[src/rtl/vga_timing_gen.sv]
// Pixel timing generator: cascaded horizontal/vertical counters with fully registered
// coordinates, active-video flag, sync levels and line/frame start strobes.
module vga_timing_gen #(
  parameter int unsigned H_ACTIVE = 640,
  parameter int unsigned H_FP     = 16,
  parameter int unsigned H_SYNC   = 96,
  parameter int unsigned H_BP     = 48,
  parameter int unsigned V_ACTIVE = 480,
  parameter int unsigned V_FP     = 10,
  parameter int unsigned V_SYNC   = 2,
  parameter int unsigned V_BP     = 33,
  parameter bit          SYNC_POL = 1'b0
) (
  input  logic       clk,
  input  logic       reset,
  input  logic       ce,
  output logic [9:0] pos_x,
  output logic [9:0] pos_y,
  output logic       active,
  output logic       o_hsync,
  output logic       o_vsync,
  output logic       line_start,
  output logic       frame_start
);

  localparam int unsigned HTotal = H_ACTIVE + H_FP + H_SYNC + H_BP;
  localparam int unsigned VTotal = V_ACTIVE + V_FP + V_SYNC + V_BP;

  localparam logic [9:0] HLast      = 10'(HTotal - 1);
  localparam logic [9:0] VLast      = 10'(VTotal - 1);
  localparam logic [9:0] HActive    = 10'(H_ACTIVE);
  localparam logic [9:0] VActive    = 10'(V_ACTIVE);
  localparam logic [9:0] HSyncStart = 10'(H_ACTIVE + H_FP);
  localparam logic [9:0] HSyncEnd   = 10'(H_ACTIVE + H_FP + H_SYNC);
  localparam logic [9:0] VSyncStart = 10'(V_ACTIVE + V_FP);
  localparam logic [9:0] VSyncEnd   = 10'(V_ACTIVE + V_FP + V_SYNC);

  logic [9:0] x_q, x_d;
  logic [9:0] y_q, y_d;
  logic       active_q, active_d;
  logic       hsync_q, hsync_d;
  logic       vsync_q, vsync_d;
  logic       line_start_q, line_start_d;
  logic       frame_start_q, frame_start_d;

  // Decode from the next counter values so every output register describes
  // the same slot as pos_x/pos_y; with ce low the decode reproduces the held slot.
  always_comb begin
    x_d = x_q;
    y_d = y_q;
    if (ce) begin
      if (x_q == HLast) begin
        x_d = 10'd0;
        y_d = (y_q == VLast) ? 10'd0 : y_q + 10'd1;
      end else begin
        x_d = x_q + 10'd1;
      end
    end

    active_d      = (x_d < HActive) && (y_d < VActive);
    hsync_d       = ((x_d >= HSyncStart) && (x_d < HSyncEnd)) ? SYNC_POL : ~SYNC_POL;
    vsync_d       = ((y_d >= VSyncStart) && (y_d < VSyncEnd)) ? SYNC_POL : ~SYNC_POL;
    line_start_d  = (x_d == 10'd0);
    frame_start_d = (x_d == 10'd0) && (y_d == 10'd0);
  end

  // Reset parks on the last slot of a frame so the first enabled edge lands on (0,0).
  always_ff @(posedge clk) begin
    if (reset) begin
      x_q           <= HLast;
      y_q           <= VLast;
      active_q      <= 1'b0;
      hsync_q       <= ~SYNC_POL;
      vsync_q       <= ~SYNC_POL;
      line_start_q  <= 1'b0;
      frame_start_q <= 1'b0;
    end else begin
      x_q           <= x_d;
      y_q           <= y_d;
      active_q      <= active_d;
      hsync_q       <= hsync_d;
      vsync_q       <= vsync_d;
      line_start_q  <= line_start_d;
      frame_start_q <= frame_start_d;
    end
  end

  assign pos_x       = x_q;
  assign pos_y       = y_q;
  assign active      = active_q;
  assign o_hsync     = hsync_q;
  assign o_vsync     = vsync_q;
  assign line_start  = line_start_q;
  assign frame_start = frame_start_q;

endmodule

[config.mk]
export PLATFORM = sky130hd
export DESIGN_NAME = vga_timing_gen
export DESIGN_NICKNAME = d
export VERILOG_FILES = /design/src/rtl/vga_timing_gen.sv
export SDC_FILE = /design/constraint.sdc
export NUM_CORES = 1
export LEC_CHECK = 0
export CORE_UTILIZATION = 51
export DETAILED_ROUTE_END_ITERATION = 12
export PLACE_DENSITY_LB_ADDON = 0.25
export SLEW_MARGIN = 0
export SYNTH_ARGS = -nofsm -noshare
export SYNTH_HDL_FRONTEND = slang
export SYNTH_SLANG_ARGS = --single-unit
export TNS_END_PERCENT = 30
[constraint.sdc]
create_clock -name clk -period 2.9 [get_ports clk]
set_clock_uncertainty 0.1 [all_clocks]
set_input_delay 0.87 -clock clk [delete_from_list [all_inputs] [get_ports clk]]
set_output_delay 0.87 -clock clk [all_outputs]
set_load 0.01 [all_outputs]
Word level (Yosys, flattened, before mapping)
Index checks and enable logic that the tools add are counted.
Cells by class
  $lt $le $gt $ge: 6
  equal/unequal tests: 2
  muxes and demuxes: 7
  reductions and logical operators: 6
  $add $sub $neg: 2
Operators with widths (count)
  10-bit 2-to-1 mux: 5
  10-bit by 1-bit adder with 10-bit output (second input constant): 2
  10-bit equality test (second input constant): 2
  10-bit logical NOT: 2
  10-bit < comparator (second input constant): 2
  10-bit by 9-bit < comparator with 1-bit output (second input constant): 2
  10-bit >= comparator (second input constant): 1
  10-bit by 9-bit >= comparator with 1-bit output (second input constant): 1
  1-bit logical AND: 4
  1-bit 2-to-1 mux: 2
Word-level totals
  input bits: 3
  output and inout bits: 25
  register bits after elaboration: 25

Longest topological paths before layout
  depth after elaboration: 7
  depth in mapped cells: 8
  gate-level depth less buffers: 8

Worst setup path after synthesis
No wires, ideal clock.
  path type: input port to flip-flop
  from: in ce
  to: reg hsync_q (netlist: o_hsync)
  buffers on the path: 1
  path slack: 0.314 ns
  data required time: 2.673 ns
  stages: 7
  arrival time: 2.359 ns
  library setup time: 0.127 ns
  cell sequence: buf_4 > nand4_1 > or4_1 > a21oi_1 > nor2b_1 > nor2b_1 > o211ai_1
On the way
  word-level cells in the longest chain between the ends: 4
  elaborated cells on any way between the ends: 5
RTL lines
  start: declaration: line 16  | input logic ce,
  10-bit 2-to-1 mux (*): line 51  | if (ce) begin
  10-bit >= comparator or 10-bit < comparator (tied branches): line 61  | hsync_d = ((x_d >= HSyncStart) && (x_d < HSyncEnd)) ? SYNC_POL : ~SYNC_POL;
  1-bit logical AND (*): line 61
  1-bit 2-to-1 mux (*): line 61
  end signal: assignment: line 73  | hsync_q <= ~SYNC_POL;
  end signal: assignment: line 81  | hsync_q <= hsync_d;
  end: declaration: line 41  | logic hsync_q, hsync_d;
Mark *: on every way between the ends. The rest lies on a longest branch, timed or not.
A chain may end at the register's enable or synchronous reset.

Worst setup path in the final report
  from: in ce
  to: reg active_q (netlist: active)
On the way
  word-level cells in the longest chain between the ends: 3
  elaborated cells on any way between the ends: 5
RTL lines
  10-bit 2-to-1 mux: line 51
  10-bit < comparator or 10-bit by 9-bit < comparator with 1-bit output (tied branches): line 60  | active_d = (x_d < HActive) && (y_d < VActive);
  1-bit logical AND (*): line 60
  end signal: assignment: line 80  | active_q <= active_d;
  end: declaration: line 40  | logic active_q, active_d;
Marks and branches as above.

==> impl_metrics.json <==
{
  "path_cells": "clkdlybuf4s50_1 > nand3_1 > or3_1 > buf_4 > nor2_1 > a21oi_1 > nor4_2 > buf_4 > nor3_1",
  "dp_hpwl_mm": 2.88,
  "dpl_cell_area_um2": 1890,
  "hold_path_end": "pos_y[4]",
  "synth_top_area_share_pct": 33.9,
  "yosysTopAreaCell": "dfxtp_1",
  "worst_pin_slew_ps": 448,
  "fillCellCount": 214,
  "r2r-start": "pos_x[0]",
  "clk_latency_ps": 330,
  "max_freq_ghz": 0.354,
  "first_pass_iters": 4,
  "antenna_found_initial": 0,
  "core-area_um2": 2760,
  "grt.overflow.total": 0,
  "cts.sinks": 25,
  "critPathCaptureType": "register",
  "cts-buffers-inserted": 3,
  "postLayoutCellArea_um2": 1930,
  "synthArstFlopShare_pct": 0,
  "ys_ff_latch": 25,
  "crit_fanout": 8,
  "initial_core_util_pct": 53.6,
  "path_common_cell": "buf_4",
  "postCtsHoldBufs": 0,
  "r2r_cells": 9,
  "hold_path_class": "register to register",
  "ant_nets": 0,
  "diodes": 0,
  "vias_per_cell": 5.97,
  "die_x_um": 55.8,
  "io_buffers": 27,
  "die_area_um2": 3120,
  "ir_drop_v": 0.000337,
  "grt_pass1_vias": 1309,
  "yosysWarnings": 0,
  "grt_max_degree": 15,
  "whs_path_depth": 2,
  "die_h_um": 55.8,
  "drv_cap": 0,
  "fin_crit_ps": 2830,
  "syn_inst": 171,
  "htreeDepth": 1,
  "ioPinCount": 28,
  "synth_cell_types": 53,
  "nets": 223,
  "cts.clk_slew.worst_paths_ps": 140,
  "post-route-util_pct": 70.0,
  "setup-violations-final": 0,
  "maxSlewViolCount": 0,
  "synth-edff-count": 0,
  "status": "complete, no violations",
  "synth_area_leaders": "dfxtp_1, xnor2_1, a21oi_1",
  "grt_pass1_wl_mm": 6.27,
  "crit_required_ps": 3030,
  "gp_congestion": 0.913,
  "finalPower_uw": 967,
  "final_hold_viol_count": 0,
  "area_growth_syn_to_layout_pct": 30.6,
  "vias": 1475,
  "grtUsageTotal_pct": 25.4,
  "timing.hold.ws_ps": 513,
  "fin_ws_ps": 75.0,
  "drc_errors": 0,
  "root_buffer": "clkbuf_4",
  "r2r_end": "active",
  "drive_gt1_share_pct": 18.5,
  "powerDensity_nw_per_um2": 501,
  "hp-start": "pos_y[4]",
  "avgSynthCellArea_um2": 8.64,
  "cts_tree": "done",
  "syn_area_um2": 1480,
  "seq_area_frac_synth_pct": 33.9,
  "crit_arrival_ps": 2960,
  "relSlewSlack_pct": 69.7,
  "drt_iter0_drc": 92,
  "critPathMaxStageDelay_ps": 510,
  "post-route-period-util_pct": 97.4,
  "cp_slowest_cell": "clkdlybuf4s50_1",
  "num_rows": 19,
  "routed_wl_mm": 3.89,
  "rsz0062_at_grt": "true",
  "routedWlPerCell_um": 15.8,
  "clock_tree.buffer_depth": 2,
  "synth_top_flop_cell": "dfxtp_1",
  "syn-num-nets": 177,
  "p_leak_uw": 0.000763,
  "crit_type": "primary input to register",
  "pre_cts_ws_ps": -279,
  "start_kind": "primary input",
  "rrSetupSlack_ps": 250
}
-- cell usage in the layout, fill, tap and decap left out, drive strengths merged, types with 3 or more instances in the layout --
cell,Yosys,final
a21o,3,3
a21oi,12,12
and3,3,3
buf,6,23
clkbuf,3,3
clkdlybuf4s50,0,27
dfxtp,25,25
ha,3,3
inv,6,6
nand2,12,12
nand3,5,5
nand4,6,6
nor2,16,16
nor3,9,9
nor3b,3,3
nor4,5,5
o21ai,6,6
o31ai,3,3
or2,3,3
xnor2,8,8
xor2,3,3
-- cells in the mapped netlist (2+ instances only) --
library cell and number:
nand4b_1 2, nor2_1 16, buf_2 3, and3_1 3, nor4_4 2, o21ai_0 6, or2_2 3, buf_6 2
nand3_1 5, xnor2_1 8, xor2_1 3, a21o_2 2, nand2_1 12, nand4_1 6, ha_1 3, inv_1 6
nor3_1 7, nor4_1 2, a21oi_1 12, o31ai_1 3, or4_1 2, or3_1 2, nand2b_1 2, dfxtp_1 25
clkbuf_1 2, nor3b_1 3, nor2b_1 2, and2_1 2
-- timing repair --
action	in CTS	in global routing
buffers inserted	0	1
setup endpoints to repair	0	2
resized for setup	0	1
-- power by group --
group	leakage (µW)	switching (µW)	total, µW	internal (µW)
Sequential	0.000204	58.4	429	371
Clock	0.0000177	113	165	51.8
Combinational	0.000542	182	373	191
-- state kept, by name, indices dropped and copies added, names as in the netlist --
signal,count
active,1
line_start,1
frame_start,1
o_hsync,1
pos_y,10
pos_x,10
o_vsync,1
-- metrics by stage --
step | setup TNS [ps] | std cells
6_report | 0 | 247
5_1_grt | -17.0 | 247
4_1_cts | 0 | 246
3_5_place_dp | -995 | 242
3_3_place_gp | -551 | 242
2_1_floorplan | 0 | 171
-- layer usage --
layer	share of wire (%)	GRT usage (%)
met3	6.0	3.26
met5	0	0
met1	46	37.4
met2	46	38.4
met4	2.0	9.06
-- critical path, delay by kind of cell --
| family | cells | cell delay (ps) |
|---|---|---|
| AOI/OAI and AO/OA | 1 | 110 |
| buffers and inverters | 3 | 880 |
| and+or+nand+nor | 5 | 1100 |
-- kinds of logic (layout without fill, tap and decap cells) --
group | after synthesis | after routing | synth area share, %
flops | 25 | 25 | 33.9
xor+xnor | 11 | 11 | 6.52
buf+inv | 15 | 60 | 5.42
fa+ha+maj | 3 | 3 | 2.54
compound gates | 35 | 35 | 15.7
mux | 1 | 1 | 0.677
simple gates | 81 | 81 | 35.3
-- cell type report --
| type | instances | area [µm²] | share of cell area (%) |
|---|---|---|---|
| well taps | 31 | 38.8 | 2.01 |
| clock inverters | 1 | 5.00 | 0.259 |
| clock buffers | 3 | 22.5 | 1.17 |
| multi-input cells | 131 | 897 | 46.5 |
| flip-flops and latches | 25 | 500 | 25.9 |
| inverters | 6 | 22.5 | 1.17 |
| repair buffers | 50 | 443 | 23.0 |
-- worst max path at each step --
stage | slack (ps) | depth (start not counted) | startpoint | end
5_1_grt | -20 | 9 | ce | active
3_5_place_dp | -280 | 8 | ce | o_vsync
3_3_place_gp | -170 | 8 | ce | o_vsync
6_report | 70 | 9 | ce | active
4_1_cts | 60 | 8 | ce | o_vsync
2_1_floorplan | 310 | 7 | ce | o_hsync
Note: power is estimated with default switching activity, not from simulation.
